## src/rtl/algo_4r1w_rd_tracker.sv

```systemverilog
// Read-response tracker for the 4R1W algorithmic memory: pairs each accepted read with its
// returning rd_vld/rd_dout, flags protocol mismatches and counts ECC events per port.
// Optional macro ALGO_4R1W_RD_TRACKER_PADR_EN adds out_padr_o / err_padr_o.
module algo_4r1w_rd_tracker #(
  parameter int unsigned WIDTH      = 32,
  parameter int unsigned BITADDR    = 13,
  parameter int unsigned BITTAG     = 4,
  parameter int unsigned READ_DELAY = 2,
  parameter int unsigned BITPADR    = 20,
  parameter int unsigned BITCNT     = 16
) (
  input  logic                   clk_i,
  input  logic                   rst_ni,
  input  logic                   ready_i,
  input  logic [3:0]             read_i,
  input  logic [4*BITADDR-1:0]   rd_adr_i,
  input  logic [4*BITTAG-1:0]    rd_tag_i,
  input  logic [3:0]             rd_vld_i,
  input  logic [4*WIDTH-1:0]     rd_dout_i,
  input  logic [3:0]             rd_serr_i,
  input  logic [3:0]             rd_derr_i,
  input  logic [4*BITPADR-1:0]   rd_padr_i,
  input  logic                   cnt_clr_i,
  output logic [3:0]             out_vld_o,
  output logic [4*BITTAG-1:0]    out_tag_o,
  output logic [4*BITADDR-1:0]   out_adr_o,
  output logic [4*WIDTH-1:0]     out_dout_o,
  output logic [3:0]             out_err_o,
  output logic [3:0]             mis_err_o,
  output logic [4*BITCNT-1:0]    serr_cnt_o,
  output logic [4*BITCNT-1:0]    derr_cnt_o
`ifdef ALGO_4R1W_RD_TRACKER_PADR_EN
  ,
  output logic [4*BITPADR-1:0]   out_padr_o,
  output logic [4*BITPADR-1:0]   err_padr_o
`endif
);

  localparam int unsigned NP = 4;
  localparam logic [BITCNT-1:0] CNT_MAX = '1;

  logic [READ_DELAY-1:0][NP-1:0]         pv_q, pv_d;
  logic [READ_DELAY-1:0][NP*BITADDR-1:0] pa_q, pa_d;
  logic [READ_DELAY-1:0][NP*BITTAG-1:0]  pt_q, pt_d;

  logic [NP-1:0]         exp_vld;
  logic [NP*BITADDR-1:0] exp_adr;
  logic [NP*BITTAG-1:0]  exp_tag;
  logic [NP-1:0]         hit;

  logic [NP-1:0]         out_vld_q, out_vld_d;
  logic [NP*BITTAG-1:0]  out_tag_q, out_tag_d;
  logic [NP*BITADDR-1:0] out_adr_q, out_adr_d;
  logic [NP*WIDTH-1:0]   out_dout_q, out_dout_d;
  logic [NP-1:0]         out_err_q, out_err_d;
  logic [NP-1:0]         mis_err_q, mis_err_d;
  logic [NP*BITCNT-1:0]  serr_cnt_q, serr_cnt_d;
  logic [NP*BITCNT-1:0]  derr_cnt_q, derr_cnt_d;

`ifdef ALGO_4R1W_RD_TRACKER_PADR_EN
  logic [NP*BITPADR-1:0] out_padr_q, out_padr_d;
  logic [NP*BITPADR-1:0] err_padr_q, err_padr_d;
`else
  logic unused_padr;
  assign unused_padr = ^rd_padr_i;
`endif

  // Tag pipeline: stage 0 captures the accept, last stage lines up with rd_vld.
  always_comb begin : pipe_next
    pv_d = '0;
    pa_d = '0;
    pt_d = '0;
    pv_d[0] = read_i & {NP{ready_i}};
    pa_d[0] = rd_adr_i;
    pt_d[0] = rd_tag_i;
    for (int unsigned s = 1; s < READ_DELAY; s++) begin
      pv_d[s] = pv_q[s-1];
      pa_d[s] = pa_q[s-1];
      pt_d[s] = pt_q[s-1];
    end
  end

  assign exp_vld = pv_q[READ_DELAY-1];
  assign exp_adr = pa_q[READ_DELAY-1];
  assign exp_tag = pt_q[READ_DELAY-1];
  assign hit     = exp_vld & rd_vld_i;

  // Response stage, mismatch flags and saturating error counters.
  always_comb begin : resp_next
    out_vld_d  = hit;
    out_tag_d  = out_tag_q;
    out_adr_d  = out_adr_q;
    out_dout_d = out_dout_q;
    out_err_d  = out_err_q;
    mis_err_d  = mis_err_q | (rd_vld_i ^ exp_vld);
    serr_cnt_d = serr_cnt_q;
    derr_cnt_d = derr_cnt_q;
`ifdef ALGO_4R1W_RD_TRACKER_PADR_EN
    out_padr_d = out_padr_q;
    err_padr_d = err_padr_q;
`endif
    for (int unsigned i = 0; i < NP; i++) begin
      if (hit[i]) begin
        out_tag_d[i*BITTAG +: BITTAG]    = exp_tag[i*BITTAG +: BITTAG];
        out_adr_d[i*BITADDR +: BITADDR]  = exp_adr[i*BITADDR +: BITADDR];
        out_dout_d[i*WIDTH +: WIDTH]     = rd_dout_i[i*WIDTH +: WIDTH];
        out_err_d[i]                     = rd_serr_i[i] | rd_derr_i[i];
`ifdef ALGO_4R1W_RD_TRACKER_PADR_EN
        out_padr_d[i*BITPADR +: BITPADR] = rd_padr_i[i*BITPADR +: BITPADR];
`endif
      end
      if (rd_vld_i[i]) begin
        if (rd_derr_i[i]) begin
          if (derr_cnt_q[i*BITCNT +: BITCNT] != CNT_MAX)
            derr_cnt_d[i*BITCNT +: BITCNT] = derr_cnt_q[i*BITCNT +: BITCNT] + BITCNT'(1);
`ifdef ALGO_4R1W_RD_TRACKER_PADR_EN
          // A zero double-error count means this is the first derr since the last clear.
          if (derr_cnt_q[i*BITCNT +: BITCNT] == '0)
            err_padr_d[i*BITPADR +: BITPADR] = rd_padr_i[i*BITPADR +: BITPADR];
`endif
        end else if (rd_serr_i[i]) begin
          if (serr_cnt_q[i*BITCNT +: BITCNT] != CNT_MAX)
            serr_cnt_d[i*BITCNT +: BITCNT] = serr_cnt_q[i*BITCNT +: BITCNT] + BITCNT'(1);
        end
      end
    end
    if (cnt_clr_i) begin
      mis_err_d  = '0;
      serr_cnt_d = '0;
      derr_cnt_d = '0;
`ifdef ALGO_4R1W_RD_TRACKER_PADR_EN
      err_padr_d = '0;
`endif
    end
  end

  always_ff @(posedge clk_i or negedge rst_ni) begin : regs
    if (!rst_ni) begin
      pv_q       <= '0;
      pa_q       <= '0;
      pt_q       <= '0;
      out_vld_q  <= '0;
      out_tag_q  <= '0;
      out_adr_q  <= '0;
      out_dout_q <= '0;
      out_err_q  <= '0;
      mis_err_q  <= '0;
      serr_cnt_q <= '0;
      derr_cnt_q <= '0;
`ifdef ALGO_4R1W_RD_TRACKER_PADR_EN
      out_padr_q <= '0;
      err_padr_q <= '0;
`endif
    end else begin
      pv_q       <= pv_d;
      pa_q       <= pa_d;
      pt_q       <= pt_d;
      out_vld_q  <= out_vld_d;
      out_tag_q  <= out_tag_d;
      out_adr_q  <= out_adr_d;
      out_dout_q <= out_dout_d;
      out_err_q  <= out_err_d;
      mis_err_q  <= mis_err_d;
      serr_cnt_q <= serr_cnt_d;
      derr_cnt_q <= derr_cnt_d;
`ifdef ALGO_4R1W_RD_TRACKER_PADR_EN
      out_padr_q <= out_padr_d;
      err_padr_q <= err_padr_d;
`endif
    end
  end

  assign out_vld_o  = out_vld_q;
  assign out_tag_o  = out_tag_q;
  assign out_adr_o  = out_adr_q;
  assign out_dout_o = out_dout_q;
  assign out_err_o  = out_err_q;
  assign mis_err_o  = mis_err_q;
  assign serr_cnt_o = serr_cnt_q;
  assign derr_cnt_o = derr_cnt_q;
`ifdef ALGO_4R1W_RD_TRACKER_PADR_EN
  assign out_padr_o = out_padr_q;
  assign err_padr_o = err_padr_q;
`endif

endmodule

```

## config.mk

```make
export PLATFORM = sky130hd
export DESIGN_NAME = algo_4r1w_rd_tracker
export DESIGN_NICKNAME = d
export VERILOG_FILES = /design/src/rtl/algo_4r1w_rd_tracker.sv
export SDC_FILE = /design/constraint.sdc
export NUM_CORES = 1
export LEC_CHECK = 0
export ABC_AREA = 0
export CELL_PAD_IN_SITES_DETAIL_PLACEMENT = 1
export CELL_PAD_IN_SITES_GLOBAL_PLACEMENT = 1
export CORE_AREA = 2 2 249 251
export DETAILED_ROUTE_END_ITERATION = 8
export DIE_AREA = 0 0 251 253
export PLACE_DENSITY = 0.72
export SLEW_MARGIN = 20
export SYNTH_ARGS = -nofsm -noshare
export SYNTH_HDL_FRONTEND = slang
export SYNTH_SLANG_ARGS = --single-unit
```

## constraint.sdc

```tcl
create_clock -name clk_i -period 4.7 [get_ports clk_i]
set_input_delay 0.94 -clock clk_i [delete_from_list [all_inputs] [get_ports clk_i]]
set_output_delay 0.94 -clock clk_i [all_outputs]
set_load 0.01 [all_outputs]
```

After elaboration in Yosys (flattened, before gate mapping)
Index checks and enable logic that the tools add are counted.
- add/subtract/negate cells: 8
- equal/unequal tests: 12
- muxes and demuxes: 31
- bitwise gates (word level): 8
- reduce and logical (&&, ||, !) cells: 28
- operators by type and width (kind ; number):
    $mux 16 ; 28
    $add 16x1->16 const B ; 8
    $mux 64 ; 2
    $ne 16x16->1 const B ; 8
    $reduce_bool 2->1 ; 20
    $reduce_and 4->1 ; 4
    $reduce_and 3->1 ; 4
    $and 4x4->4 ; 2
    $ne 2x1->1 const B ; 4
    $mux 4 ; 1
    $or 1x1->1 ; 4
    $or 4x4->4 ; 1
    $xor 4x4->4 ; 1
- register bits after elaboration: 480
- bits of input ports: 296
- output and inout bits: 336
- word-level logic and storage cells: 119

Longest topological paths before layout
Gate-level depths: netlist of run 1.
- depth after elaboration: 6
- mapped depth: 7
- gate-level depth less buffers: 6

Least setup slack after synthesis of run 1
OpenSTA, ideal clock, no wires.
- path type: input-to-reg
- from: input port rd_derr_i[0]
- to: register serr_cnt_q[11], in the netlist serr_cnt_o[11]
- library setup time: 0.078 ns
- arrival: 2.122 ns
- required time: 4.622 ns
- path slack: 2.500 ns
- stages on the path: 4
- buffers on the path: 0
- cells stage by stage: nand3b_4 or4_4 or3_1 a21oi_1
- longest elaborated chain between the ends: 2
- RTL lines (what ; RTL line ; source):
    from (decl) ; 21 ; input logic [3:0] rd_derr_i,
    $ne 2x1->1 (no source line) ; n/a ;
    $reduce_and 4->1 (no source line) ; n/a ;
    to (signal assigned) ; 164 ; serr_cnt_q <= serr_cnt_d;
    to (decl) ; 57 ; logic [NP*BITCNT-1:0] serr_cnt_q, serr_cnt_d;
Every way passes these cells.
A chain may end at the register's enable or synchronous reset.

Final worst setup path of run 1
- from: register derr_cnt_q[27], in the netlist derr_cnt_o[27]
- to: output port derr_cnt_o[27]
- RTL lines (what ; RTL line ; source):
    from (decl) ; 58 ; logic [NP*BITCNT-1:0] derr_cnt_q, derr_cnt_d;
    from (signal assigned) ; 165 ; derr_cnt_q <= derr_cnt_d;
    to (decl) ; 31 ; output logic [4*BITCNT-1:0] derr_cnt_o
No word-level cell between the ends.

==> results of run 1 <==
[through the flow]
| stage | instances | utilization (%) | setup slack (ns) | power, mW |
|---|---|---|---|---|
| 4_1_cts | 2744 | 43.33 | 1.852 | 10.77 |
| 3_3_place_gp | 2645 | 40.43 | 1.418 | 6.434 |
| 5_1_grt | 2748 | 43.35 | 1.844 | 11.05 |
| 3_5_place_dp | 2645 | 40.43 | 1.399 | 6.501 |
| 2_1_floorplan | 1329 | - | 2.500 | 5.310 |
| 6_report | 2749 | 43.35 | 1.946 | 10.59 |
[how the worst max path moves through the flow]
stage | start | to | slack, ns | depth (start not counted)
2_1_floorplan | rd_derr_i[0] | serr_cnt_o[11]$_DFFE_PN0P_ | 2.50 | 4
3_3_place_gp | rd_vld_i[2] | out_adr_o[37]$_DFFE_PN0P_ | 1.42 | 4
3_5_place_dp | rd_vld_i[2] | out_dout_o[93]$_DFFE_PN0P_ | 1.40 | 4
4_1_cts | derr_cnt_o[27]$_DFFE_PN0P_ | derr_cnt_o[27] | 1.85 | 1
5_1_grt | derr_cnt_o[27]$_DFFE_PN0P_ | derr_cnt_o[27] | 1.84 | 1
6_report | derr_cnt_o[27]$_DFFE_PN0P_ | derr_cnt_o[27] | 1.95 | 1
[worst reg2reg max path, stage by stage (launching register included)]
cell and delay (ns):
dfrtp_1 0.42, ha_1 0.24, nand2_1 0.15, or4_1 0.65
o21ai_1 0.21, xor2_1 0.17, nor2_1 0.06
[state kept, by name, summed over array words and instances, names as in the netlist, 16 cells and up]
| name | flops |
|---|---|
| exp_adr | 52 |
| pt_d | 16 |
| out_dout_o | 128 |
| out_tag_o | 16 |
| pa_d | 52 |
| serr_cnt_o | 64 |
| out_adr_o | 52 |
| exp_tag | 16 |
| derr_cnt_o | 64 |
[cell type report]
class,instances,area (um2)
diodes,5,12.51
flip-flops and latches,480,12010
repair buffers,570,5710
inverters,7,26.28
multi-input cells,798,5934
clock inverters,19,202.7
well taps,790,988.4
clock buffers,80,1569
fillers,6359,34570
[cell usage in the layout (no fill, tap or decap), drive strengths merged, types with 13 or more instances in the layout]
master	netlist	routed
dfrtp	480	480
xor2	40	40
nor3	34	34
nand4	46	46
nand2	51	51
clkdlybuf4s50	0	549
buf	8	21
nor2	150	150
clkbuf	36	80
xnor2	58	58
a21oi	29	29
and3	16	16
nand3	41	41
clkinv	0	13
mux2	198	198
nor4	15	15
[kinds of logic after synthesis]
kind of cell,share of synthesized area (%)
and+or+nand+nor,12.34
DFF,66.25
adders and majority gates,0.8281
buffers and inverters,1.070
xor gates and xnor gates,4.734
AOI/OAI and AO/OA,2.146
muxes,12.63
[power by group]
group / internal, mW / switching [mW]
Combinational: 0.993 / 0.676
Clock: 2.43 / 1.75
Sequential: 4.53 / 0.210
[metal layers]
layer  GRT usage [%]  part of all wire (%)
met1           20.15                    39
met2           29.89                    51
met3           5.489                   6.8
met4           6.735                   3.9
met5               0                 0.043
==> summary.md, run 1 <==
| Metric | Value |
|---|---|
| Status | finished, final reports clean |
| Initial antenna violation count | 7 |
| Synthesis-stage register bit count | 480 |
| Largest delay share family, worst path | buffers and inverters |
| DP Area | about 0.025 mm2 |
| Root Driver | clkbuf_16 |
| Critical path startpoint category | flop |
| 1st-pass router iterations | 6 |
| IO Port Bufs | approximately 550 |
| Worst R2R Path Depth | 6 |
| Residual DRC | 0 |
| Synth Instances | 1,329 |
| RD Place Congestion | around 0.84 |
| Vias/cell | approximately 4.7 |
| Reg2Reg Capture Point | derr_cnt_o[54]$_DFFE_PN0P_ |
| Initial Util | between 20% and 30% |
| Core Box Area | around 0.06 mm2 |
| First DRT Iteration DRCs | approximately 450 |
| Skew final | approximately 0.014 ns |
| CTS tree | built |
| Cts repair resizes | 0 |
| Net Count, Synth | roughly 1,600 |
| Clock Tree Buf Depth | 3 |
| Total routed wirelength | 55,740 um |
| Yosys cell types | 56 |
| H-Tree Depth | 2 |
| ANT nets after route | 0 |
| # IOs | ~630 |
| Final Hold Violating Endpoints | 0 |
| Die Span Y | 253 um |
| Die area | 0.06350 mm2 |
| Yosys top cell area share | between 60 and 70% |
| Async SR Flop Fraction | between 90% and 100% |
| Yosys warning total | 0 |
| Post-route cell area | 0.02646 mm2 |
| Hold Path Sink | exp_adr[15]$_DFF_PN0_ |
| Crit-path max FO | 4 |
| First-pass GRT wire length | between 80,000 and 90,000 um |
| Peak supply drop | 324.4 uV |
| Post-synth top cells | dfrtp_1, mux2_2, nor2_1 |
| Post-DP HPWL | 40,880 um |
| CTS Buf Count | 54 |
| Worst Setup End Kind | output pin |
| CP max stage delay | 0.79 ns |
| Synth area leaders | dfrtp_1, mux2_2, nor2_1 |
| Worst EP arrival | between 1.5 and 2 ns |
| Synth Area per Inst | ~14 um2 |
| Wire per inst | approximately 20 um |
| Chip Width | 251 um |
| Clock Sinks | 480 |
| Post-synthesis sequential area ratio | about two thirds |
| Final Cycle Share | between 50% and 60% |
| Slowest cell on crit path | clkdlybuf4s50_1 |
| Final setup viols | 0 |
| WHS Path Cells | 0 |
| Cts hold-fix bufs | 0 |
| Count leader, synth | dfrtp_1 |
| F_max | ~360 MHz |
| Hold crit path type | reg2reg |
| Critical path class | reg2out |
| PwrDens | 400.5 mW/mm2 |
| RSZ-0062 raised after global routing | false |
| Post-synth EDFFs | 0 |
| Area of the mapped netlist | 0.01813 mm2 |
| Core Rows | between 90 and 100 |
| HP Start | pa_d[67]$_DFF_PN0_ |
| Final Slew Violations | 0 |
| Worst r2r src | derr_cnt_o[48]$_DFFE_PN0P_ |
| Cell breakdown of the critical path | clkdlybuf4s50_1 |
| Slew of the pin with the lowest slew margin | about 0.83 ns |
| Synthesis-to-layout area growth | 45.92% |
| Total Routing Usage GR | around 17% |
| Vias | between 10,000 and 15,000 |
| Clock insertion delay at the later pin of the skew report | 0.61 ns |
| Vias in the first global route | 14,200 |
| Fin nets | between 2,000 and 2,500 |
| Reg clk slew, reported paths | ~0.06 ns |
| Final min period | 2.754 ns |
| Leakage | 10.82 nW |
| Area leader, netlist | dfrtp_1 |
| Flop2flop setup slack | about 2.7 ns |
| Main synth FF type | dfrtp_1 |
| Proportion of layout cells with a drive suffix above 1 | between 10% and 20% |
| Hold WS | approximately 0.35 ns |
| Max-cap viol count | 0 |
| Setup tns final | 0 ns |
| Slew headroom | 44.59% |
| Postcts setup bufs | 0 |
| Worst Path Required | ~3.8 ns |
| Overflow after GRT | 0 |
| Largest net degree at the start of global routing | 110 |
| WP buf/inv | 1 |
Power figures use the tool's default switching activity.
==> run 2: changes to the inputs <==
--- a/config.mk
+++ b/config.mk
@@ -11,7 +11,7 @@
 export CORE_AREA = 2 2 249 251
 export DETAILED_ROUTE_END_ITERATION = 8
 export DIE_AREA = 0 0 251 253
-export PLACE_DENSITY = 0.72
+export PLACE_DENSITY = 0.75
 export SLEW_MARGIN = 20
 export SYNTH_ARGS = -nofsm -noshare
 export SYNTH_HDL_FRONTEND = slang
==> constraint.sdc (replaced) <==
create_clock -name clk_i -period 2.25 [get_ports clk_i]
set_input_delay 0.45 -clock clk_i [delete_from_list [all_inputs] [get_ports clk_i]]
set_output_delay 0.45 -clock clk_i [all_outputs]
set_load 0.01 [all_outputs]
==> summary.md, run 2 (synthesized netlist as in run 1, its figures left out) <==
| Metric | Value |
|---|---|
| Chip Width | around 250 um |
| F_max | around 460 MHz |
| Commonest cells after routing, fill and taps aside | clkdlybuf4s50_1, dfrtp_1, mux2_2, nor2_1, xnor2_1 |
| Worst Setup End Kind | output pin |
| Fillers | ~6,300 |
| Clock Tree Buf Depth | 3 |
| Total routed wirelength | approximately 57,000 um |
| Residual DRC | 0 |
| Total Routing Usage GR | between 15 and 20% |
| Die Span Y | ~250 um |
| Setup Slack @ Placement | -0.09307 ns |
| Cell breakdown of the critical path | clkdlybuf4s50_1 |
| Critical path class | reg2out |
| # IOs | about 630 |
| Status | finished, final reports clean |
| Proportion of layout cells with a drive suffix above 1 | 18.47% |
| CTS Buf Count | 53 |
| Final Cycle Share | 95.76% |
| Crit-path max FO | 6 |
| Synthesis-to-layout area growth | 48.39% |
| Finished Core Util | between 40% and 50% |
| Slew of the pin with the lowest slew margin | 0.7044 ns |
| Root Driver | clkbuf_16 |
| Vias | around 13,000 |
| First DRT Iteration DRCs | 464 |
| Final Slew Violations | 0 |
| Largest register FFs | between 100 and 150 |
| Critical path startpoint category | flop |
| CTS tree | built |
| Clock Sinks | between 400 and 500 |
| IO Port Bufs | approximately 550 |
| Slowest cell on crit path | clkdlybuf4s50_1 |
| Clock insertion delay at the later pin of the skew report | slightly above 0.6 ns |
| Final WS setup | 0.09546 ns |
| Core Rows | 91 |
| 1st-pass router iterations | 4 |
| Skew final | between 0.02 and 0.03 ns |
| PwrDens | roughly 820 mW/mm2 |
| Wire per inst | about 20 um |
| First-pass GRT wire length | slightly below 90,000 um |
| Leakage | 11.07 nW |
| Final setup viols | 0 |
| CP max stage delay | ~0.63 ns |
| Worst EP arrival | around 1.7 ns |
| Final min period | between 2 and 2.5 ns |
| Most common cell after layout, fill and taps aside | clkdlybuf4s50_1 |
| Initial antenna violation count | 4 |
| Vias in the first global route | 14,650 |
| Post-DP HPWL | 41,980 um |
| Post-route cell area | 0.02690 mm2 |
| Vias/cell | between 4 and 5 |
| Placed insts | 2,690 |
| Final Hold Violating Endpoints | 0 |
| RD Place Congestion | 0.8595 |
| Overflow after GRT | 0 |
| Reg clk slew, reported paths | about 0.060 ns |
| Peak supply drop | roughly 690 uV |
| WP buf/inv | 1 |
| Post-Layout Cell Count | 2,790 |
| Worst Path Required | roughly 1.8 ns |
| Die area | between 0.06 and 0.07 mm2 |
| Largest delay share family, worst path | buffers and inverters |
| Max-cap viol count | 0 |
| Postcts setup bufs | 0 |
| H-Tree Depth | 2 |
| RSZ-0062 raised after global routing | false |
| Core Box Area | between 0.06 and 0.07 mm2 |
| Initial Util | 29.71% |
| Largest net degree at the start of global routing | approximately 80 |
| Slew headroom | a little over half |
| ANT nets after route | 0 |
| Fin nets | approximately 2,300 |
| DP Area | 0.02517 mm2 |
| Hold crit path type | in2reg |
## run 2: cell count changes in the layout (fill, tap and decap cells not counted), moves of 2 or more
cell             before  now
buf_12                4   17
clkinvlp_4            1    5
diode_2               5    2
clkdlybuf4s50_1     549  546
buf_4                16   48
dlygate4sd2_1         0    3
clkinv_2             10    8
## run 2: path summary, 6_finish.rpt
path	start	endpoint	slack, ns	cells after the start
worst max-delay path	serr_cnt_o[9]$_DFFE_PN0P_	serr_cnt_o[9]	0.1	1
worst min-delay path	rd_adr_i[32]	pa_d[84]$_DFF_PN0_	0.28	1
worst max register to register	derr_cnt_o[48]$_DFFE_PN0P_	derr_cnt_o[54]$_DFFE_PN0P_	0.24	6
worst min register to register	pa_d[55]$_DFF_PN0_	exp_adr[3]$_DFF_PN0_	0.35	0
max in group asynchronous	rst_ni	out_dout_o[105]$_DFFE_PN0P_	1.03	3
min in group asynchronous	rst_ni	derr_cnt_o[35]$_DFFE_PN0P_	0.38	2
## run 2: power breakdown
| part | switching (mW) | internal, mW |
|---|---|---|
| sequential | 0.457 | 9.47 |
| clock | 3.66 | 4.86 |
| combinational | 1.42 | 2.13 |
## run 2: final cells by class
cell class / instances / area, um2 / share of cell area (%)
diodes: 2 / 5.005 / 0.01860
well taps: 790 / 988.4 / 3.674
multi-input cells: 798 / 5934 / 22.06
clock buffers: 77 / 1526 / 5.674
clock inverters: 20 / 192.7 / 0.7162
inverters: 7 / 26.28 / 0.09767
repair buffers: 616 / 6217 / 23.11
flip-flops and latches: 480 / 12010 / 44.65
## run 2: per-layer routing
metal | part of all wire, % | global-route usage [%]
met5 | 0.046 | 0
met4 | 3.7 | 6.837
met3 | 6.9 | 5.438
met2 | 51 | 30.66
met1 | 39 | 20.63
## run 2: stage by stage
step / TNS [ns] / power (mW) / hold WS (ns)
6_report: 0 / 22.00 / 0.2821
5_1_grt: 0 / 22.96 / 0.2402
4_1_cts: 0 / 22.35 / 0.2403
3_5_place_dp: -0.2099 / 13.66 / 0.3356
3_3_place_gp: -0.03990 / 13.52 / 0.3319
2_1_floorplan: 0 / 11.09 / 0.1544
## run 2: timing repair
action / in CTS / in global routing
resized for setup: 3 / 0
endpoints found under the setup margin: 3 / 0
hold endpoints to repair: 42 / 0
hold buffers: 1 / 0
